[config.mk]
export PLATFORM = sky130hd
export DESIGN_NAME = viterbi_ctrl
export DESIGN_NICKNAME = d
export VERILOG_FILES = /design/src/rtl/viterbi_ctrl.sv
export SDC_FILE = /design/constraint.sdc
export NUM_CORES = 1
export LEC_CHECK = 0
export CAP_MARGIN = 20
export CORE_MARGIN = 2
export CORE_UTILIZATION = 35
export DETAILED_ROUTE_END_ITERATION = 8
export GPL_ROUTABILITY_DRIVEN = 0
export MAX_ROUTING_LAYER = met4
export PLACE_DENSITY = 0.64
export SLEW_MARGIN = 15
export SYNTH_ARGS = -nofsm -noshare
export SYNTH_HDL_FRONTEND = slang
export SYNTH_SLANG_ARGS = --single-unit
[constraint.sdc]
create_clock -name clk -period 3.5 [get_ports clk]
set_input_delay 0.7 -clock clk [delete_from_list [all_inputs] [get_ports clk]]
set_output_delay 0.7 -clock clk [all_outputs]
set_load 0.01 [all_outputs]
[src/rtl/viterbi_ctrl.sv]
// Sequencing controller for the Viterbi decoder: accepts symbol pairs, drives the
// shared BMC pair, pulses ACS, writes survivor columns and launches traceback.
module viterbi_ctrl #(
  parameter int TB_LEN = 8,
  parameter int ADDR_W = 4
) (
  input  logic              clk,
  input  logic              rst,
  input  logic              in_valid,
  output logic              in_ready,
  input  logic [1:0]        rx_pair,
  input  logic              in_last,
  output logic [1:0]        bmc_pair,
  output logic              acs_en,
  output logic              acs_init,
  output logic              sm_wr_en,
  output logic [ADDR_W-1:0] sm_wr_addr,
  output logic              tb_start,
  output logic [ADDR_W-1:0] tb_addr,
  output logic [ADDR_W:0]   tb_cols,
  output logic              tb_flush,
  input  logic              tb_done,
  output logic [1:0]        dbg_state
);

  localparam int SEG_W = ADDR_W + 1;

  localparam logic [1:0] S_IDLE = 2'd0;
  localparam logic [1:0] S_ACS  = 2'd1;
  localparam logic [1:0] S_WR   = 2'd2;
  localparam logic [1:0] S_TB   = 2'd3;

  localparam logic [SEG_W-1:0]  C_SEG_LAST = SEG_W'(TB_LEN - 1);
  localparam logic [SEG_W-1:0]  C_SEG_ONE  = SEG_W'(1);
  localparam logic [ADDR_W-1:0] C_PTR_ONE  = ADDR_W'(1);

  logic [1:0]        r_state;
  logic [1:0]        r_bmc_pair;
  logic              r_last;
  logic              r_first;
  logic [ADDR_W-1:0] r_wr_ptr;
  logic [SEG_W-1:0]  r_seg_cnt;
  logic              r_tb_first;
  logic [ADDR_W-1:0] r_tb_addr;
  logic [SEG_W-1:0]  r_tb_cols;

  logic w_in_idle;
  logic w_in_acs;
  logic w_in_wr;
  logic w_in_tb;
  logic w_accept;
  logic w_seg_end;
  logic w_tb_finish;

  assign w_in_idle   = (r_state == S_IDLE);
  assign w_in_acs    = (r_state == S_ACS);
  assign w_in_wr     = (r_state == S_WR);
  assign w_in_tb     = (r_state == S_TB);
  assign w_accept    = w_in_idle && in_valid;
  assign w_seg_end   = r_last || (r_seg_cnt == C_SEG_LAST);
  // The tb_start cycle itself never completes a traceback.
  assign w_tb_finish = w_in_tb && !r_tb_first && tb_done;

  always_ff @(posedge clk) begin
    if (!rst) begin
      r_state    <= S_IDLE;
      r_bmc_pair <= 2'b00;
      r_last     <= 1'b0;
      r_first    <= 1'b1;
      r_wr_ptr   <= '0;
      r_seg_cnt  <= '0;
      r_tb_first <= 1'b0;
      r_tb_addr  <= '0;
      r_tb_cols  <= '0;
    end else begin
      case (r_state)
        S_IDLE: begin
          if (w_accept) begin
            r_bmc_pair <= rx_pair;
            r_last     <= in_last;
            r_state    <= S_ACS;
          end
        end
        S_ACS: begin
          r_first <= 1'b0;
          r_state <= S_WR;
        end
        S_WR: begin
          r_wr_ptr  <= r_wr_ptr + C_PTR_ONE;
          r_seg_cnt <= r_seg_cnt + C_SEG_ONE;
          r_tb_addr <= r_wr_ptr;
          r_tb_cols <= r_seg_cnt + C_SEG_ONE;
          if (w_seg_end) begin
            r_tb_first <= 1'b1;
            r_state    <= S_TB;
          end else begin
            r_state <= S_IDLE;
          end
        end
        S_TB: begin
          r_tb_first <= 1'b0;
          if (w_tb_finish) begin
            r_seg_cnt <= '0;
            r_state   <= S_IDLE;
            // A flushed frame restarts the survivor memory and the ACS metrics.
            if (r_last) begin
              r_wr_ptr <= '0;
              r_first  <= 1'b1;
            end
          end
        end
        default: r_state <= S_IDLE;
      endcase
    end
  end

  // Handshake: a symbol is consumed on a rising edge where in_valid and in_ready
  // are both 1; the source holds rx_pair/in_last stable until then.
  assign in_ready   = w_in_idle && rst;
  assign bmc_pair   = r_bmc_pair;
  assign acs_en     = w_in_acs;
  assign acs_init   = w_in_acs && r_first;
  assign sm_wr_en   = w_in_wr;
  assign sm_wr_addr = r_wr_ptr;
  assign tb_start   = w_in_tb && r_tb_first;
  assign tb_addr    = r_tb_addr;
  assign tb_cols    = r_tb_cols;
  assign tb_flush   = w_in_tb && r_tb_first && r_last;
  assign dbg_state  = r_state;

endmodule

==> results of run 1 <==
[power groups by stage]
stage               clock [mW]  sequential [mW]  combinational (mW)
floorplan                    0            0.310              0.0370
global placement             0            0.311              0.0681
detailed placement           0            0.311              0.0688
CTS                      0.139            0.305              0.0690
global route             0.146            0.307              0.0757
finish                   0.130            0.305              0.0681
[flip-flops by register name, indices dropped and copies added (netlist names)]
signal / count
r_tb_first: 1
dbg_state: 2
sm_wr_addr: 4
r_seg_cnt: 5
tb_cols: 5
bmc_pair: 2
tb_addr: 4
r_first: 1
r_last: 1
[metrics by stage]
stage | setup slack, ps | area, um^2
final | 595 | 1460
after global routing | 378 | 1460
after CTS | 569 | 1460
after detailed placement | 856 | 1430
after global placement | 837 | 1430
after floorplan | 1560 | 1110
[worst reg2reg max path, stage by stage (launching register included)]
cell      delay (ps)
dfxtp_1          620
nand2b_1         310
inv_2            350
a31oi_1          150
a211oi_2         220
[area by class of cell]
class                      instances  area [um^2]
clock buffer                       3         22.5
tap                               44         55.1
fill                             323         1590
sequential                        25          500
multi-input combinational         91          543
timing repair buffer              31          305
clock inverter                     1         7.51
inverter                           8         30.0
[per-layer routing]
layer / wire length, um / vias up / track usage (%) / part of all wire, %
li1: - / 519 / - / -
met1: 1120 / 458 / 19.9 / 47
met2: 1150 / 17 / 24.4 / 49
met3: 73 / 2 / 3.84 / 3.1
met4: 25 / 0 / 4.66 / 1.1
met5: 0 / - / - / 0
[worst max-delay path by stage]
| stage | endpoint | slack, ps |
|---|---|---|
| 2_1_floorplan | in_ready | 1560 |
| 3_3_place_gp | in_ready | 840 |
| 3_5_place_dp | in_ready | 860 |
| 4_1_cts | sm_wr_en | 570 |
| 5_1_grt | sm_wr_en | 380 |
| 6_report | sm_wr_en | 590 |
[layout by cell type (no fill, tap or decap), drive strengths merged, types with 4 or more instances in the layout]
| master | n |
|---|---|
| clkdlybuf4s50 | 29 |
| dfxtp | 25 |
| nand2 | 17 |
| a21oi | 13 |
| o21ai | 11 |
| inv | 8 |
| nand3 | 5 |
| nor2 | 5 |
| nor2b | 4 |
[kinds of logic (layout without fill, tap and decap cells)]
group / after synthesis / in the layout / share of synthesized area (%)
and+or+nand+nor: 47 / 47 / 22.1
buffers and inverters: 16 / 43 / 6.40
DFF: 25 / 25 / 44.9
AOI/OAI and AO/OA: 37 / 37 / 20.1
adders and majority gates: 2 / 2 / 2.24
xor gates and xnor gates: 2 / 2 / 1.57
muxes: 3 / 3 / 2.69
==> results.txt, run 1 <==
Outcome: complete, no violations
RSZ-0062 raised after global routing: false
Die area: 0.00365 mm^2
Inserted Diodes: 0
Row cnt: 20
Count leader, synth: dfxtp_1
First-pass GRT wire length: 4150 um
Worst hold endpoint: tb_addr[1]$_SDFFE_PN0N_
Largest stage delay, worst path: 620 ps
Final hold violations: 0
Syn_area_per_cell: 8.45 um^2
Worst hold-check path type: register to register
Initial Utilization: 36.5%
All-layer global routing usage: 15.6%
Worst hold slack: 466 ps
Post-DR wirelength/cell: 11.7 um
Count of pins over their slew limit: 0
Pwr Density: 344 mW/mm^2
Post-Route Skew: 9.39 ps
Area growth, synth to finish: 31.3%
CP Depth: 3
Post-route clock period utilization: 83.0%
Setup TNS: 0 ps
CTS sink count: 25
Share of cells above drive strength 1: 5.66%
Flop pwr share: 60.6%
Hold path startpoint: tb_addr[1]$_SDFFE_PN0N_
Port Buf Inserts: 29
Post-CTS sizing: 0
Total power draw: 0.504 mW
Initial antenna violation count: 0
Final setup vio count: 0
Worst skew pair latency: 320 ps
Worst path arrival time: 2210 ps
Register-to-register setup slack: 1780 ps
Max clock buf depth: 2
Worst path buffer plus inverter count: 2
Hpwl dp: 1710 um
Synthesized flop and latch total: 25
CP Max Fanout: 21
Crit path max-delay family: buffers and inverters
Post-synth top cells: dfxtp_1, nand2_1, a21oi_1
Worst Hold Depth: 2
FFs w/ async S/R, synth: 0%
Top post-synthesis cells by area: dfxtp_1, a21oi_1, nand2_1
Share of the synthesized area in the top cell type: 44.9%
CTS tree: built
Combinational group share of total power: 13.5%
Tmin final: 2910 ps
Cells after synthesis: 132
Post-Route WL: 2370 um
Critical-path cell list: nand2b_1 > inv_2 > clkdlybuf4s50_1
Worst relative slew slack: 68.5%
I/O pin total: 30
Fmax: 344 MHz
Worst setup path start: dbg_state[1]$_SDFFE_PN0P_
Syn Std Cell Area: 0.00111 mm^2
Clock slew at reported path FFs: 140 ps
First-pass DRT Iterations: 4
Final Util: 48.0%
P_leak: 0.499 nW
DRT iter0 DRCs: 34
Worst EP required: 2800 ps
Seq/Total Area, Yosys: 44.9%
Synth Net Count: 141
Post-route ant nets: 0
Crit. End Element: primary output
Largest net degree at the start of global routing: 22
Clock power frac: 25.9%
Root buf cell: clkbuf_4
Residual DRC: 0
Mean number of vias per cell: 4.91
Die span in y: 60.4 um
R2R depth: 4
Post-synth EDFFs: 0
H-Tree Depth: 1
Post-synth cell types: 36
Worst-Margin Slew: 473 ps
Number of nets in the layout: 169
Via count: 996
Most common flop cell mapped by yosys: dfxtp_1
Non-Filler Instances: 203
NetSw: 0.130 mW
Synthesis warning total: 0
Sw frac: 25.8%
Post-CTS setup buffers: 0
Worst vdd ir: 0.000186 V
Overflow after GRT: 0
CP Launch Type: register
Internal: 0.374 mW
Placeable core area: 0.00305 mm^2
Placed cell count: 199
Max_cap viols: 0
Synth area leader: dfxtp_1
RR Endpoint: sm_wr_addr[2]$_SDFFE_PN0P_
CTS Buf Count: 3
Worst setup path class: register to primary output
Max stage delay cell, worst path: dfxtp_1
Hold-fix buffers, CTS: 0
Chip Width: 60.4 um
Vias in the first global route: 950
Worst r2r src: dbg_state[1]$_SDFFE_PN0P_
(Power assumes the default switching activity.)
==> run 2: changes to the inputs <==
Clock period 3.5 ns to 2.7 ns, I/O delays scaled along.
==> results.txt, run 2 (synthesis results as in run 1) <==
Place WS: 357 ps
RR Endpoint: sm_wr_addr[2]$_SDFFE_PN0P_
Via count: 1,010
Critical-path cell list: nand2b_1 > inv_2 > clkdlybuf4s50_1
Max stage delay cell, worst path: dfxtp_1
Worst EP required: 2160 ps
Register-to-register setup slack: 950 ps
R2R depth: 5
Residual DRC: 0
Largest net degree at the start of global routing: 21
Post-route ant nets: 0
Post-route clock period utilization: 92.4%
Final setup margin: 204 ps
Worst relative slew slack: 68.7%
Worst vdd ir: 0.000256 V
Pwr Density: 448 mW/mm^2
Clock slew at reported path FFs: 150 ps
H-Tree Depth: 1
Post-CTS sizing: 0
Row cnt: 20
Commonest cells after routing, fill and taps aside: clkdlybuf4s50_1, dfxtp_1, nand2_1
Worst r2r src: dbg_state[0]$_SDFFE_PN0P_
Tmin final: 2500 ps
Initial Utilization: 36.5%
Share of cells above drive strength 1: 6.25%
Final hold violations: 0
Worst skew pair latency: 320 ps
Final Util: 48.2%
Hpwl dp: 1820 um
CP Launch Type: register
Port Buf Inserts: 29
Outcome: complete, no violations
Worst Hold Depth: 2
Post-Route Skew: 7.63 ps
Max_cap viols: 0
Crit path max-delay family: buffers and inverters
CTS tree: built
Crit. End Element: primary output
Post-CTS setup buffers: 0
Chip Width: 60.4 um
Placeable core area: 0.00305 mm^2
RSZ-0062 raised after global routing: false
Final setup vio count: 0
# fillers: 338
Die area: 0.00365 mm^2
Hold path startpoint: tb_addr[0]$_SDFFE_PN0N_
Hold-fix buffers, CTS: 0
Worst hold endpoint: tb_addr[0]$_SDFFE_PN0N_
Die span in y: 60.4 um
Worst setup path class: register to primary output
Initial antenna violation count: 0
Overflow after GRT: 0
CTS sink count: 25
Max clock buf depth: 2
Worst hold-check path type: register to register
Count of pins over their slew limit: 0
Worst-Margin Slew: 469 ps
Post-DR wirelength/cell: 12.6 um
Largest stage delay, worst path: 640 ps
Fmax: 401 MHz
Number of nets in the layout: 170
P_leak: 0.504 nW
Setup TNS: 0 ps
Post-Route WL: 2580 um
First-pass GRT wire length: 4410 um
CTS Buf Count: 3
Area growth, synth to finish: 32.0%
Worst path buffer plus inverter count: 2
Worst path arrival time: 1960 ps
DRT iter0 DRCs: 32
All-layer global routing usage: 16.4%
Inserted Diodes: 0
CP Max Fanout: 14
Vias in the first global route: 964
First-pass DRT Iterations: 4
Root buf cell: clkbuf_4
Worst hold slack: 467 ps
I/O pin total: 30
Mean number of vias per cell: 4.95
Most common cell after layout, fill and taps aside: clkdlybuf4s50_1
==> run 2: cell types whose count changed in the layout (fill, tap and decap cells not counted), sizes merged <==
| cell | change |
|---|---|
| buf | +1 |
==> run 2: layout make-up <==
class	instances	area (um^2)	share of cell area (%)
inverters	8	30.0	2.04
clock inverters	1	7.51	0.510
repair buffers	32	313	21.3
well taps	44	55.1	3.74
clock buffers	3	22.5	1.53
flip-flops and latches	25	500	34.0
multi-input cells	91	543	36.9
==> run 2: worst max path at each step <==
stage                                         start       end  depth (start not counted)
after floorplan           dbg_state[0]$_SDFFE_PN0P_  tb_flush                          3
after global placement                          rst  in_ready                          4
after detailed placement                        rst  in_ready                          4
after CTS                 dbg_state[1]$_SDFFE_PN0P_  sm_wr_en                          3
after global routing      dbg_state[1]$_SDFFE_PN0P_  sm_wr_en                          3
final                     dbg_state[1]$_SDFFE_PN0P_  sm_wr_en                          3
==> run 2: worst register-to-register path, stage by stage, from the launching register on <==
cell      delay, ps
dfxtp_1         640
nand2b_1        420
inv_2            60
buf_4           210
a31oi_1         230
a211oi_2         90
==> run 2: power by group <==
part           total, mW  switching [mW]  internal [mW]
Clock              0.173           0.117         0.0565
Sequential         0.395          0.0144          0.381
Combinational     0.0905          0.0427         0.0478
Total              0.659           0.174          0.485
==> run 2: through the flow <==
step / instance area, um^2 / std cells / power, mW
after detailed placement: 1440 / 200 / 0.495
after global routing: 1470 / 204 / 0.694
after global placement: 1440 / 200 / 0.492
final: 1470 / 204 / 0.659
after CTS: 1470 / 204 / 0.667
after floorplan: 1110 / 132 / 0.450
==> run 2: routing by layer <==
metal | wire (um) | global-route usage, % | vias up
li1 | - | - | 516
met1 | 1240 | 21.1 | 478
met2 | 1270 | 26.6 | 14
met3 | 44 | 1.28 | 2
met4 | 27 | 7.14 | 0
met5 | 0 | - | -
